File: src/rtl/pp_row_gen.sv
// pp_row_gen: row-serial partial-product generator.
// Captures one operand pair (a, b) and streams rows a & {WIDTH{b[i]}},
// one per accepted beat, tagged with the row index and a last flag.
// With SKIP_ZERO=1 only rows whose multiplier bit is set are emitted;
// an all-zero multiplier still produces one (zero) row so the consumer
// always sees a terminating beat.
module pp_row_gen #(
  parameter int WIDTH     = 53,
  parameter int SKIP_ZERO = 0
) (
  input  logic                       clk,
  input  logic                       rst,
  input  logic                       in_valid,
  output logic                       in_ready,
  input  logic [WIDTH-1:0]           a,
  input  logic [WIDTH-1:0]           b,
  output logic                       out_valid,
  input  logic                       out_ready,
  output logic [WIDTH-1:0]           out_row,
  output logic [$clog2(WIDTH)-1:0]   out_idx,
  output logic                       out_last,
  output logic                       busy
);

  localparam int IDXW = $clog2(WIDTH);

  typedef enum logic {IDLE, EMIT} state_t;

  state_t              state;
  logic [WIDTH-1:0]    a_r;
  logic [WIDTH-1:0]    b_r;
  logic [IDXW-1:0]     idx;

  logic [WIDTH-1:0]    above;      // multiplier bits strictly above idx
  logic                last_beat;
  logic [IDXW-1:0]     next_idx;
  logic [IDXW-1:0]     first_idx;
  logic                capture;
  logic                xfer;

  // Lowest set bit of v, 0 when v is all zero.
  function automatic logic [IDXW-1:0] low_set(input logic [WIDTH-1:0] v);
    logic [IDXW-1:0] r;
    r = '0;
    for (int i = WIDTH - 1; i >= 0; i--) begin
      if (v[i]) r = IDXW'(i);
    end
    return r;
  endfunction

  // Mask the captured multiplier to the bits above the current row.
  genvar gi;
  generate
    for (gi = 0; gi < WIDTH; gi++) begin : g_above
      assign above[gi] = b_r[gi] & (IDXW'(gi) > idx);
    end
  endgenerate

  // Sequencing decisions derived purely from registered state.
  always_comb begin
    last_beat = 1'b0;
    next_idx  = '0;
    first_idx = '0;
    if (SKIP_ZERO != 0) begin
      last_beat = (above == '0);
      next_idx  = low_set(above);
      first_idx = low_set(b);
    end else begin
      last_beat = (idx == IDXW'(WIDTH - 1));
      next_idx  = idx + 1'b1;
      first_idx = '0;
    end
  end

  // Outputs are functions of registers only; in_ready also looks at out_ready
  // so a new pair can be taken on the cycle the last row drains.
  assign busy      = (state == EMIT);
  assign out_valid = busy;
  assign out_idx   = idx;
  assign out_last  = busy & last_beat;
  assign out_row   = busy ? (a_r & {WIDTH{b_r[idx]}}) : '0;
  assign in_ready  = (state == IDLE) | (busy & last_beat & out_ready);
  assign capture   = in_valid & in_ready;
  assign xfer      = out_valid & out_ready;

  // State machine: capture a pair, step through its rows, chain the next pair.
  always_ff @(posedge clk) begin
    if (rst) begin
      state <= IDLE;
      idx   <= '0;
      a_r   <= '0;
      b_r   <= '0;
    end else if (capture) begin
      a_r   <= a;
      b_r   <= b;
      idx   <= first_idx;
      state <= EMIT;
    end else if (xfer) begin
      if (last_beat) begin
        state <= IDLE;
      end else begin
        idx <= next_idx;
      end
    end
  end

endmodule

File: config.mk
export PLATFORM = sky130hd
export DESIGN_NAME = pp_row_gen
export DESIGN_NICKNAME = d
export VERILOG_FILES = /design/src/rtl/pp_row_gen.sv
export SDC_FILE = /design/constraint.sdc
export NUM_CORES = 1
export LEC_CHECK = 0
export BUFFER_PORTS_ARGS = -buffer_cell sky130_fd_sc_hd__buf_2
export CORE_ASPECT_RATIO = 1.25
export CORE_UTILIZATION = 45
export DETAILED_ROUTE_END_ITERATION = 8
export PLACE_DENSITY_LB_ADDON = 0.3
export SYNTH_ARGS = -nofsm -noshare
export SYNTH_HDL_FRONTEND = slang
export SYNTH_SLANG_ARGS = --single-unit
File: constraint.sdc
create_clock -name clk -period 3.1 [get_ports clk]
set_input_delay 0.465 -clock clk [delete_from_list [all_inputs] [get_ports clk]]
set_output_delay 0.465 -clock clk [all_outputs]
set_load 0.02 [all_outputs]
==> impl_metrics.py, run 1 <==
metrics = {
    "setup_path": {
        "crit_required_ps": 2630,
        "reg2regPathDepth": 11,
        "worstPathCellList": "buf_6 -> mux4_1 -> nor3_1 -> o31ai_2 -> a21oi_4 -> buf_12 -> buf_6 -> nor3_1 -> buf_2",
        "reg2reg_to": "a_r[0]$_SDFFE_PP0P_",
        "slowest_delay_ps": 560,
        "cp_slowest_cell": "mux4_1",
        "r2r-start": "out_idx[1]$_SDFFE_PP0P_",
        "crit_start": "out_idx[0]$_SDFFE_PP0P_",
        "critical_path_class": "reg2out",
        "cp-end-kind": "primary output",
        "critPathCapture": "out_row[16]",
        "crit_fanout": 13,
        "critPathArrivalTime_ps": 2590,
        "timing.reg2reg.setup_slack_ps": 640,
        "startpoint_type": "flip-flop",
    },
    "finish": {
        "layout.nets": 929,
        "fin_util_pct": 61.7,
        "antenna_cells": 0,
        "final_cell_mix": "nand2_1, buf_2, dfxtp_1",
        "layout.cells.non_filler": 962,
        "layout-drive-gt1-share_pct": 29.2,
        "areaGrowthSynthToFinish_pct": 31.7,
        "fillers": 944,
        "final_common_cell": "nand2_1",
    },
    "detailed_routing": {
        "drc": 0,
        "ant_nets": 0,
        "drt_iter0_markers": 257,
        "vias_per_cell": 5.27,
        "finalWirelength_mm": 13.1,
        "drt_pre_antenna_iters": 5,
        "vias": 5069,
        "routedWlPerCell_um": 13.6,
    },
    "placed_design": {
        "post-dp-hpwl_mm": 8.19,
        "placedCellCount": 924,
        "port_buffers": 172,
        "place.gp.congestion": 0.793,
    },
    "clock_tree": {
        "cts.path.max_buffers": 2,
        "cts_buffers": 17,
        "clock_sinks": 113,
        "cts_tree": "built",
        "cts.clk_slew.worst_paths_ps": 50,
        "ctsHoldBuffers": 0,
        "clock_latency_ps": 400,
        "cts_max_level": 4,
        "cts-root-buf": "clkbuf_16",
    },
    "flow_run": {
        "max-cap-violations": 0,
    },
    "global_routing": {
        "grt_max_degree": 114,
        "grt_pass1_wl_mm": 21.2,
        "grt_usage_pct": 22.4,
        "antenna_found_initial": 0,
        "grt_overflow_total": 0,
        "grt_pass1_vias": 4641,
    },
    "sta": {
        "fin_setup_tns_ps": 0,
        "period_share_pct": 98.6,
        "finalHoldViolCount": 0,
        "worst_pin_slew_ps": 1120,
        "whs_ps": 298,
        "finalSetupViolations": 0,
        "period_needed_ps": 3060,
        "relSlewSlack_pct": 25.3,
        "fmax_mhz": 327,
        "slew_violations": 0,
        "fin_skew_ps": 8.37,
    },
    "yosys": {
        "synth.cell_area_mm2": 0.00505,
        "synth_compound_area_share_pct": 12.3,
        "syn_area_per_cell_um2": 7.54,
        "synthDistinctLibCells": 34,
        "ys_ff_latch": 113,
        "synthCells": 669,
        "synth_top_family_by_area": "simple AND/OR/NAND/NOR gates",
        "synth-simple-area-share_pct": 28.4,
        "ys_warn_count": 0,
        "syn_nets": 781,
        "synth_xor_xnor_area_share_pct": 0.868,
        "synth_fa_ha_area_share_pct": 0.496,
        "ys_seq_area_share_pct": 44.8,
        "synth_mux_area_share_pct": 6.57,
    },
    "floorplan": {
        "die_w_um": 96.7,
        "start_util_pct": 46.8,
        "pin_count": 173,
        "rows": 42,
        "core_area_mm2": 0.0108,
        "fp.dieArea_mm2": 0.0116,
        "die_h_um": 120,
    },
    "power": {
        "power_density_mw_per_mm2": 579,
        "fin_total_pwr_mw": 3.85,
        "ir_drop_mv": 0.335,
        "p_leak_nw": 2.82,
    },
    "worst_hold_path": {
        "hold_path_class": "in2reg",
    },
    "status": {
        "status": "completed",
    },
}
[worst max-delay path: cells and delay by family, from the launching register on]
family	cells	cell delay, ps
buffers and inverters	4	610
AO/OA/AOI/OAI	2	310
AND/OR/NAND/NOR	2	340
flip-flops	1	370
multiplexers	1	560
[power by group]
part           leakage (nW)  internal [mW]  total (mW)  switching [mW]
registers             0.928           1.53        1.57          0.0385
clock network         0.278           1.23        1.90           0.672
logic                  1.61          0.158       0.379           0.221
[worst min path at each step]
stage | slack [ps] | cells past startpoint | startpoint | endpoint
after floorplan | 430 | 2 | b_r[17]$_SDFFE_PP0P_ | b_r[17]$_SDFFE_PP0P_
after global placement | 440 | 2 | b_r[23]$_SDFFE_PP0P_ | b_r[23]$_SDFFE_PP0P_
after detailed placement | 450 | 2 | a_r[29]$_SDFFE_PP0P_ | a_r[29]$_SDFFE_PP0P_
after CTS | 280 | 3 | a[17] | a_r[17]$_SDFFE_PP0P_
after global routing | 280 | 3 | a[41] | a_r[41]$_SDFFE_PP0P_
final | 300 | 3 | a[41] | a_r[41]$_SDFFE_PP0P_
[cell families (layout without fill, tap and decap cells)]
| family | after synthesis | in the layout |
|---|---|---|
| simple gates | 349 | 349 |
| compound gates | 117 | 117 |
| flops | 113 | 113 |
| buf+inv | 67 | 228 |
| mux | 16 | 16 |
| xor+xnor | 5 | 5 |
| fa+ha+maj | 2 | 2 |
[state kept, by name, summed over array words and instances (netlist names)]
register  flops
out_idx       6
b_r          53
busy          1
a_r          53
[cell usage after synthesis, drive strengths merged]
master	n	area, µm²
o2111ai	1	8.76
and4b	1	10.0
clkbuf	35	131
mux2i	2	20.0
mux2	2	22.5
xnor2	4	35.0
mux4	12	289
nand3b	1	7.51
inv	7	26.3
nand2b	2	12.5
and3	1	6.26
nand3	1	5.00
a31oi	3	18.8
o31ai	1	7.51
and4bb	1	12.5
dfxtp	113	2260
nand4	2	12.5
a21oi	110	554
nor2b	2	12.5
nor3	62	320
buf	25	169
xor2	1	8.76
nor2	3	11.3
nand2	273	1020
a221oi	1	26.3
o22ai	1	6.26
ha	2	25.0
[per-layer routing]
layer	vias to the layer above	GRT usage, %	routed length, µm	part of all wire, %
li1	2510	-	-	-
met3	12	6.59	897	6.9
met1	2334	27.8	5560	43
met4	0	8.77	140	1.1
met5	-	0	0	0
met2	213	36.6	6450	49
[per-stage QoR]
step,area [µm²],setup WS (ps)
final,6640,41.9
after floorplan,5050,384
after CTS,6510,0.658
after detailed placement,5920,427
after global routing,6640,-67.5
after global placement,5920,439
[final cells by class]
cell class / count / area, µm² / share of cell area, %
multi-input cells: 489 / 2500 / 37.6
well taps: 132 / 165 / 2.49
repair buffers: 189 / 1100 / 16.5
inverters: 7 / 26.3 / 0.395
clock buffers: 20 / 457 / 6.87
flip-flops and latches: 113 / 2270 / 34.1
clock inverters: 12 / 135 / 2.03
[what timing repair did]
item	4_1_cts	5_1_grt
pin swaps	0	2
gates resized for setup	1	9
gates cloned	0	3
buffers inserted	0	3
setup endpoints to repair	5	53
Note: power is estimated with default switching activity, not from simulation.
==> run 2: changes to the inputs <==
==> constraint.sdc (replaced) <==
create_clock -name clk -period 3.2 [get_ports clk]
set_input_delay 0.48 -clock clk [delete_from_list [all_inputs] [get_ports clk]]
set_output_delay 0.48 -clock clk [all_outputs]
set_load 0.02 [all_outputs]
==> impl_metrics.py, run 2 (synthesis results as in run 1) <==
metrics = {
    "detailed_routing": {
        "vias": 4994,
        "finalWirelength_mm": 12.4,
        "vias_per_cell": 5.23,
        "drt_iter0_markers": 219,
        "drt_pre_antenna_iters": 4,
        "drc": 0,
        "ant_nets": 0,
        "routedWlPerCell_um": 13.0,
    },
    "setup_path": {
        "cp-end-kind": "primary output",
        "crit_fanout": 53,
        "critPathArrivalTime_ps": 2570,
        "timing.reg2reg.setup_slack_ps": 440,
        "timing.critical_path.buf_inv": 3,
        "path_delay_family": "multiplexers",
        "slowest_delay_ps": 550,
        "critical_path_class": "reg2out",
        "cp_slowest_cell": "mux4_2",
        "startpoint_type": "flip-flop",
        "crit_required_ps": 2720,
        "worstPathCellList": "buf_4 -> mux4_2 -> mux2i_1 -> o2111ai_1 -> a21oi_4 -> buf_12 -> nor3_1 -> buf_2",
    },
    "sta": {
        "worst_pin_slew_ps": 1130,
        "slew_violations": 0,
        "fmax_mhz": 328,
        "period_needed_ps": 3050,
        "grt_setup_unrepaired": "false",
        "finalSetupViolations": 0,
        "relSlewSlack_pct": 24.4,
        "finalHoldViolCount": 0,
        "fin_skew_ps": 4.95,
        "fin_setup_tns_ps": 0,
        "period_share_pct": 95.4,
    },
    "placed_design": {
        "port_buffers": 172,
        "post-dp-hpwl_mm": 8.14,
        "place.gp.congestion": 0.768,
    },
    "floorplan": {
        "die_h_um": 120,
        "pin_count": 173,
        "die_w_um": 96.7,
        "core_area_mm2": 0.0108,
        "fp.dieArea_mm2": 0.0116,
        "rows": 42,
        "start_util_pct": 46.8,
    },
    "clock_tree": {
        "clock_sinks": 113,
        "cts_buffers": 17,
        "clock_latency_ps": 400,
        "cts.path.max_buffers": 2,
        "cts_max_level": 4,
        "cts.clk_slew.worst_paths_ps": 50,
        "post_cts_buffers": 0,
        "cts-root-buf": "clkbuf_16",
        "cts_tree": "built",
    },
    "power": {
        "intPower_mw": 2.98,
        "power_density_mw_per_mm2": 585,
        "pwr-share-seq_pct": 39.7,
        "clockPowerShare_pct": 51.4,
        "p_leak_nw": 2.78,
        "p_sw_uw": 857,
        "comb_power_share_pct": 8.9,
        "swShare_pct": 22.3,
        "ir_drop_mv": 0.417,
    },
    "finish": {
        "antenna_cells": 0,
        "final_cell_mix": "nand2_1, buf_2, dfxtp_1",
        "layout.nets": 922,
        "areaGrowthSynthToFinish_pct": 29.9,
        "final_common_cell": "nand2_1",
        "layout-drive-gt1-share_pct": 28.0,
        "fillers": 951,
        "fin_util_pct": 60.8,
        "ff_latch_area_mm2": 0.00227,
        "multi_input_area_mm2": 0.00248,
    },
    "global_routing": {
        "grt_usage_pct": 21.9,
        "antenna_found_initial": 0,
        "grt_max_degree": 114,
        "grt_overflow_total": 0,
        "grt_pass1_vias": 4598,
        "grt_pass1_wl_mm": 21.0,
    },
    "worst_hold_path": {
        "hold_path_class": "in2reg",
    },
    "status": {
        "status": "completed",
    },
    "flow_run": {
        "max-cap-violations": 0,
    },
}
==> run 2: worst paths after layout <==
kind,from,endpoint,cells after the start
min reg2reg,b_r[19]$_SDFFE_PP0P_,b_r[19]$_SDFFE_PP0P_,2
max reg2reg,out_idx[0]$_SDFFE_PP0P_,a_r[7]$_SDFFE_PP0P_,8
min,b[25],b_r[25]$_SDFFE_PP0P_,3
max,out_idx[1]$_SDFFE_PP0P_,out_row[28],8
==> run 2: worst reg2reg max path, cell delays in order, from the launching register on <==
cell,delay (ps)
dfxtp_4,400
inv_1,150
ha_1,160
and4b_1,250
a31oi_1,210
nor2b_4,850
buf_12,360
nand2_1,140
a21oi_1,160
==> run 2: per-stage QoR <==
stage	worst slack (ps)	cells	area, µm²	total power [mW]	hold WS (ps)
6_report	148	954	6560	3.84	318
5_1_grt	4.32	954	6560	4.00	312
4_1_cts	74.9	954	6550	3.87	302
3_5_place_dp	343	923	5920	1.89	446
3_3_place_gp	390	923	5920	1.88	438
2_1_floorplan	469	669	5050	1.76	432
==> run 2: repair_timing <==
action                     in CTS  in global routing
pin swaps                       0                  0
resized for setup               1                  1
setup endpoints to repair      53                 49
hold buffers                    0                  0
==> run 2: area by class of cell <==
type,instances,area share [%]
Timing Repair Buffer,182,15.1
Multi-Input combinational cell,489,37.8
Inverter,7,0.401
Clock inverter,10,2.41
Sequential cell,113,34.6
Clock buffer,21,7.18
Tap cell,132,2.52
==> run 2: metal layers <==
metal  global-route usage, %  wire, µm
met1                    26.8      5250
met2                    37.2      6120
met3                    6.01       886
met4                    7.37       163
met5                       0         0
==> run 2: power groups by stage <==
stage          sequential, mW  clock [mW]  combinational, mW
6_report                 1.52        1.97              0.342
5_1_grt                  1.53        2.08              0.384
4_1_cts                  1.52        2.00              0.344
3_5_place_dp             1.55           0              0.342
3_3_place_gp             1.55           0              0.335
2_1_floorplan            1.54           0              0.223
